`config.mk`:
```
export PLATFORM = sky130hd
export DESIGN_NAME = shift_arbiter
export DESIGN_NICKNAME = d
export VERILOG_FILES = /design/src/rtl/shift_pkg.sv /design/src/rtl/rr_arb.sv /design/src/rtl/shift_unit.sv /design/src/rtl/shift_arbiter.sv
export SDC_FILE = /design/constraint.sdc
export NUM_CORES = 1
export LEC_CHECK = 0
export CAP_MARGIN = 20
export CORE_UTILIZATION = 40
export CTS_CLUSTER_SIZE = 40
export DETAILED_ROUTE_END_ITERATION = 16
export SYNTH_ARGS = -nofsm -noshare
export SYNTH_HDL_FRONTEND = slang
export SYNTH_SLANG_ARGS = --single-unit
```
`constraint.sdc`:
```
create_clock -name clk -period 2.7 [get_ports clk]
set_input_delay 0.54 -clock clk [delete_from_list [all_inputs] [get_ports clk]]
set_output_delay 0.54 -clock clk [all_outputs]
set_load 0.05 [all_outputs]
```
`src/rtl/shift_pkg.sv`:
```
// Shared types and widths for the shift arbiter slice.
package shift_pkg;
  localparam int SHIFT_W = 16;
  localparam int AMT_W   = 4;

  typedef enum logic [1:0] {
    SLL = 2'b00,
    SRA = 2'b01,
    ROR = 2'b10,
    ILL = 2'b11
  } shift_mode_t;

  typedef struct packed {
    logic [SHIFT_W-1:0] data;
    logic [AMT_W-1:0]   amt;
    shift_mode_t        mode;
  } shift_req_t;
endpackage

```
`src/rtl/rr_arb.sv`:
```
// Combinational round-robin pick: first set request at or above ptr, with wrap.
module rr_arb #(
  parameter int N     = 2,
  parameter int IDX_W = (N > 1) ? $clog2(N) : 1
) (
  input  logic [N-1:0]     req,
  input  logic [IDX_W-1:0] ptr,
  output logic [N-1:0]     gnt,
  output logic [IDX_W-1:0] idx,
  output logic             any
);
  always_comb begin
    int c;
    gnt = '0;
    idx = '0;
    any = 1'b0;
    c   = 0;
    for (int i = 0; i < N; i++) begin
      c = int'(ptr) + i;
      if (c >= N) c = c - N;
      if (!any && req[c]) begin
        any    = 1'b1;
        idx    = IDX_W'(c);
        gnt[c] = 1'b1;
      end
    end
  end
endmodule

```
`src/rtl/shift_unit.sv`:
```
// Shared 16-bit shifter datapath: SLL, SRA, ROR; illegal mode yields zero.
module shift_unit
  import shift_pkg::*;
(
  input  shift_req_t         req,
  output logic [SHIFT_W-1:0] res
);
  logic [2*SHIFT_W-1:0] rot;

  always_comb begin
    rot = {req.data, req.data} >> req.amt;
    res = '0;
    case (req.mode)
      SLL:     res = req.data << req.amt;
      SRA:     res = $signed(req.data) >>> req.amt;
      ROR:     res = rot[SHIFT_W-1:0];
      default: res = '0;
    endcase
  end
endmodule

```
`src/rtl/shift_arbiter.sv`:
```
// Round-robin shared shifter: issue register (s1) then result register (rsp).
// Define SHIFT_ARB_PERF_EN to add grant/stall performance counters.
module shift_arbiter
  import shift_pkg::*;
#(
  parameter int NUM_REQ = 2,
  parameter int ID_W    = 1
) (
  input  logic                       clk,
  input  logic                       rst,
  input  logic [NUM_REQ-1:0]         req_valid,
  output logic [NUM_REQ-1:0]         req_ready,
  input  logic [NUM_REQ*SHIFT_W-1:0] req_data,
  input  logic [NUM_REQ*AMT_W-1:0]   req_amt,
  input  logic [NUM_REQ*2-1:0]       req_mode,
  output logic                       rsp_valid,
  input  logic                       rsp_ready,
  output logic [SHIFT_W-1:0]         rsp_data,
  output logic [ID_W-1:0]            rsp_id,
  output logic                       rsp_err
`ifdef SHIFT_ARB_PERF_EN
  ,
  output logic [NUM_REQ*16-1:0]      perf_grant_cnt,
  output logic [15:0]                perf_stall_cnt
`endif
);
  logic               s1_valid;
  shift_req_t         s1_req;
  logic [ID_W-1:0]    s1_id;
  logic [ID_W-1:0]    rr_ptr;
  logic               adv1, adv2, any, xfer;
  logic [NUM_REQ-1:0] gnt;
  logic [ID_W-1:0]    win, ptr_nxt;
  shift_req_t         win_req;
  logic [SHIFT_W-1:0] sh_res;

  assign adv2 = !rsp_valid || rsp_ready;
  assign adv1 = !s1_valid || adv2;

  rr_arb #(.N(NUM_REQ), .IDX_W(ID_W)) u_arb (
    .req (req_valid),
    .ptr (rr_ptr),
    .gnt (gnt),
    .idx (win),
    .any (any)
  );

  // Ready stays low during reset so nothing is accepted into a clearing pipe.
  assign req_ready = (adv1 && !rst) ? gnt : '0;
  assign xfer      = any && adv1 && !rst;
  assign ptr_nxt   = (int'(win) == NUM_REQ - 1) ? '0 : win + 1'b1;

  always_comb begin
    int w;
    w            = int'(win);
    win_req.data = req_data[SHIFT_W*w +: SHIFT_W];
    win_req.amt  = req_amt[AMT_W*w +: AMT_W];
    win_req.mode = shift_mode_t'(req_mode[2*w +: 2]);
  end

  always_ff @(posedge clk or posedge rst) begin
    if (rst) begin
      s1_valid <= 1'b0;
      s1_req   <= '0;
      s1_id    <= '0;
      rr_ptr   <= '0;
    end else if (adv1) begin
      s1_valid <= xfer;
      if (xfer) begin
        s1_req <= win_req;
        s1_id  <= win;
        rr_ptr <= ptr_nxt;
      end
    end
  end

  shift_unit u_shift (
    .req (s1_req),
    .res (sh_res)
  );

  always_ff @(posedge clk or posedge rst) begin
    if (rst) begin
      rsp_valid <= 1'b0;
      rsp_data  <= '0;
      rsp_id    <= '0;
      rsp_err   <= 1'b0;
    end else if (adv2) begin
      rsp_valid <= s1_valid;
      if (s1_valid) begin
        rsp_data <= sh_res;
        rsp_id   <= s1_id;
        rsp_err  <= (s1_req.mode == ILL);
      end
    end
  end

`ifdef SHIFT_ARB_PERF_EN
  logic [NUM_REQ-1:0][15:0] grant_cnt;

  for (genvar g = 0; g < NUM_REQ; g++) begin : g_perf
    always_ff @(posedge clk or posedge rst) begin
      if (rst)
        grant_cnt[g] <= '0;
      else if (req_valid[g] && req_ready[g] && grant_cnt[g] != 16'hFFFF)
        grant_cnt[g] <= grant_cnt[g] + 16'd1;
    end
  end
  assign perf_grant_cnt = grant_cnt;

  always_ff @(posedge clk or posedge rst) begin
    if (rst)
      perf_stall_cnt <= '0;
    else if (rsp_valid && !rsp_ready && perf_stall_cnt != 16'hFFFF)
      perf_stall_cnt <= perf_stall_cnt + 16'd1;
  end
`endif
endmodule

```
==> impl_metrics.env <==
export IMPL_ir_drop_v=0.000297
export IMPL_routed_wl_um=10900
export IMPL_syn_avg_cell_area_um2=9.91
export IMPL_synth_compound_area_frac=0.211
export IMPL_power_frac_clock=0.128
export IMPL_insertion_delay_ns=0.31
export IMPL_route_met3_wl_um=957
export IMPL_area_growth_pct=24.6
export IMPL_cp_max_fo=22
export IMPL_power_switching_w=0.00193
export IMPL_track_usage=0.226
export IMPL_clockBufferDepth=2
export IMPL_hold_path_class="flop to flop"
export IMPL_postCtsSetupBuffers=0
export IMPL_status="completed"
export IMPL_die_h_um=99.9
export IMPL_pwr_share_comb=0.591
export IMPL_rows=35
export IMPL_synth_simple_area_share=0.122
export IMPL_dp_cells=565
export IMPL_tns_ns=0
export IMPL_cts_tree="yes"
export IMPL_port_buffers=69
export IMPL_core_area_um2=9280
export IMPL_skew_ns=0.00610
export IMPL_powerDensity_nw_per_um2=868
export IMPL_drtIter0Drc=378
export IMPL_dieWidth_um=99.9
export IMPL_route_met2_wl_um=4730
export IMPL_grt_pass1_wl_um=17800
export IMPL_synth_top_family_by_area="multiplexers"
export IMPL_cts_made_buffers=5
export IMPL_rsz0062_at_grt="false"
export IMPL_ys_ff_latch=44
export IMPL_nets=492
export IMPL_path_class="flop to flop"
export IMPL_setup_viol_count_final=0
export IMPL_synthAdderAreaFrac=0
export IMPL_cts_root_buf="clkbuf_8"
export IMPL_synth_ff_type="dfrtp_1"
export IMPL_grt_overflow=0
export IMPL_fin_crit_sh=0.911
export IMPL_cp_end_kind="flop"
export IMPL_cap_violations=0
export IMPL_slowest_stage="dfrtp_2"
export IMPL_dieArea_um2=9980
export IMPL_gp_congestion=0.894
export IMPL_cts_max_level=2
export IMPL_holdBufCountCts=0
export IMPL_yosysUniqueCellTypes=60
export IMPL_slew_violations=0
export IMPL_syn_num_nets=436
export IMPL_hold_viol=0
export IMPL_dr_total_vias=3588
export IMPL_p_leak_nw=2.01
export IMPL_start_kind="flop"
export IMPL_cts_sinks=44
export IMPL_diodes=0
export IMPL_power_w=0.00415
export IMPL_drcViolationCount=0
export IMPL_synth_xor_area_frac=0
export IMPL_dp_hpwl_um=8250
export IMPL_synth_edff_count=0
export IMPL_instances_no_fill=573
export IMPL_syn_cell_area_um2=3830
export IMPL_grt_max_degree=34
export IMPL_top_layer_used="met4"
export IMPL_initial_utilization=0.413
export IMPL_clk_pin_slew_worst_paths_ns=0.09
export IMPL_tightest_slew_ns=0.770
export IMPL_grt_pass1_vias=3202
export IMPL_worstHoldPathCells=2
export IMPL_synthMuxAreaShare=0.285
export IMPL_antenna_found_initial=0
export IMPL_synth_warnings=0
export IMPL_crit_required_ns=2.91
export IMPL_wl_per_cell_um=19.0
export IMPL_synth_cells=387
export IMPL_crit_arrival_ns=2.67
export IMPL_ios=70
export IMPL_met1_length_um=4890
export IMPL_ys_seq_area_frac=0.287
export IMPL_drt_antenna_violating_nets=0
export IMPL_max_freq_mhz=406
export IMPL_ys_async_sr_fraction=1.00
export IMPL_ctsResizeCount=0
export IMPL_path_cells="buf_4 > mux4_2 > mux2i_1 > a21oi_1 > a21o_1 > a32o_1"
export IMPL_drive_above_1_share=0.160
export IMPL_routed_via_density=6.26
export IMPL_max_stage_delay_ns=0.73
export IMPL_worst_r2r_path_depth=6
export IMPL_pwr_share_seq=0.281
export IMPL_drt_first_pass_iters=5
export IMPL_sw_frac_of_total=0.466
export IMPL_layout_min_cycle_time_ns=2.46
export IMPL_relSlewSlack=0.483
export IMPL_intPower_w=0.00222
## registers in the layout, summed over array words and instances (netlist names)
name	flops
s1_valid	1
rsp_valid	1
rsp_err	1
rsp_data	16
rsp_id	1
rr_ptr	1
s1_id	1
s1_req	22
## cell families (layout without fill, tap and decap cells)
logic type,Yosys count,after routing
muxes,67,67
AOI/OAI and AO/OA,104,104
DFF,44,44
and+or+nand+nor,98,98
buffers and inverters,74,131
## cell type report
class / count / area (um2)
well taps: 129 / 161
inverters: 30 / 113
fillers: 868 / 4510
repair buffers: 93 / 916
clock inverters: 3 / 46.3
flip-flops and latches: 44 / 1100
clock buffers: 5 / 68.8
multi-input cells: 269 / 2370
## final timing paths
path | start | to | slack [ns]
setup / recovery | s1_req[2] | rsp_data[2] | 0.24
hold / removal | rsp_data[4] | rsp_data[4] | 0.47
setup reg to reg | s1_req[2] | rsp_data[2] | 0.24
hold reg to reg | rsp_data[4] | rsp_data[4] | 0.47
max in group asynchronous | rst | s1_req[2] | 1.55
min in group asynchronous | rst | rsp_valid | 0.61
## cells in the mapped netlist, types with 3 or more instances
cell,count,area (um2)
a211oi_1,5,37.5
a21o_1,5,37.5
a21oi_1,9,45.0
a222oi_1,22,220
a31oi_1,4,25.0
a32o_1,4,40.0
and2_1,3,18.8
and3_1,3,18.8
buf_1,3,11.3
buf_2,13,65.1
buf_8,3,45.0
clkbuf_1,21,78.8
dfrtp_1,44,1100
inv_1,29,109
mux2_2,4,45.0
mux2i_1,31,310
mux4_1,6,158
mux4_2,25,563
nand2_1,30,113
nand2b_1,8,50.1
nand3_1,7,35.0
nor2_1,26,97.6
nor2b_1,4,25.0
nor3_1,5,25.0
nor4_1,3,18.8
o211ai_1,6,45.0
o21ai_0,13,65.1
o21ai_1,5,25.0
o221ai_1,3,26.3
o22ai_1,4,25.0
o31ai_1,4,30.0
## critical path: cells and delay by family (launching register included)
kind	cells	cell delay [ns]
AOI/OAI and AO/OA	3	0.57
buffers and inverters	1	0.25
DFF	1	0.73
muxes	2	0.81
## placed cells by master (no fill, tap or decap), drive strengths merged, types with 8 or more instances in the layout
cell type | synthesis | routed
a222oi | 22 | 22
o21ai | 18 | 18
buf | 23 | 26
clkdlybuf4s50 | 0 | 67
nor2 | 26 | 26
a21oi | 9 | 9
nand2 | 30 | 30
mux2i | 31 | 31
nand2b | 8 | 8
dfrtp | 44 | 44
mux4 | 31 | 31
inv | 30 | 30
## power groups by stage
stage	logic, W	registers (W)	clock network (W)
after floorplan	0.00145	0.00142	0
after global placement	0.00242	0.00117	0
after detailed placement	0.00242	0.00118	0
after CTS	0.00242	0.00116	0.000542
after global routing	0.00260	0.00121	0.000568
final	0.00245	0.00117	0.000530
## stage by stage
step	worst slack (ns)	area (um2)	util	hold WS [ns]
after detailed placement	0.302	4660	0.502	0.463
final	0.240	4780	0.515	0.475
after floorplan	0.243	3830	-	0.439
after CTS	0.293	4780	0.515	0.483
after global routing	0.133	4780	0.515	0.524
after global placement	0.310	4660	0.502	0.456
## routing by layer
| layer | up-vias | track usage |
|---|---|---|
| met5 | - | 0 |
| met1 | 1699 | 0.334 |
| met2 | 249 | 0.338 |
| li1 | 1615 | - |
| met4 | 0 | 0.0792 |
| met3 | 25 | 0.0341 |
Note: power is estimated with default switching activity, not from simulation.
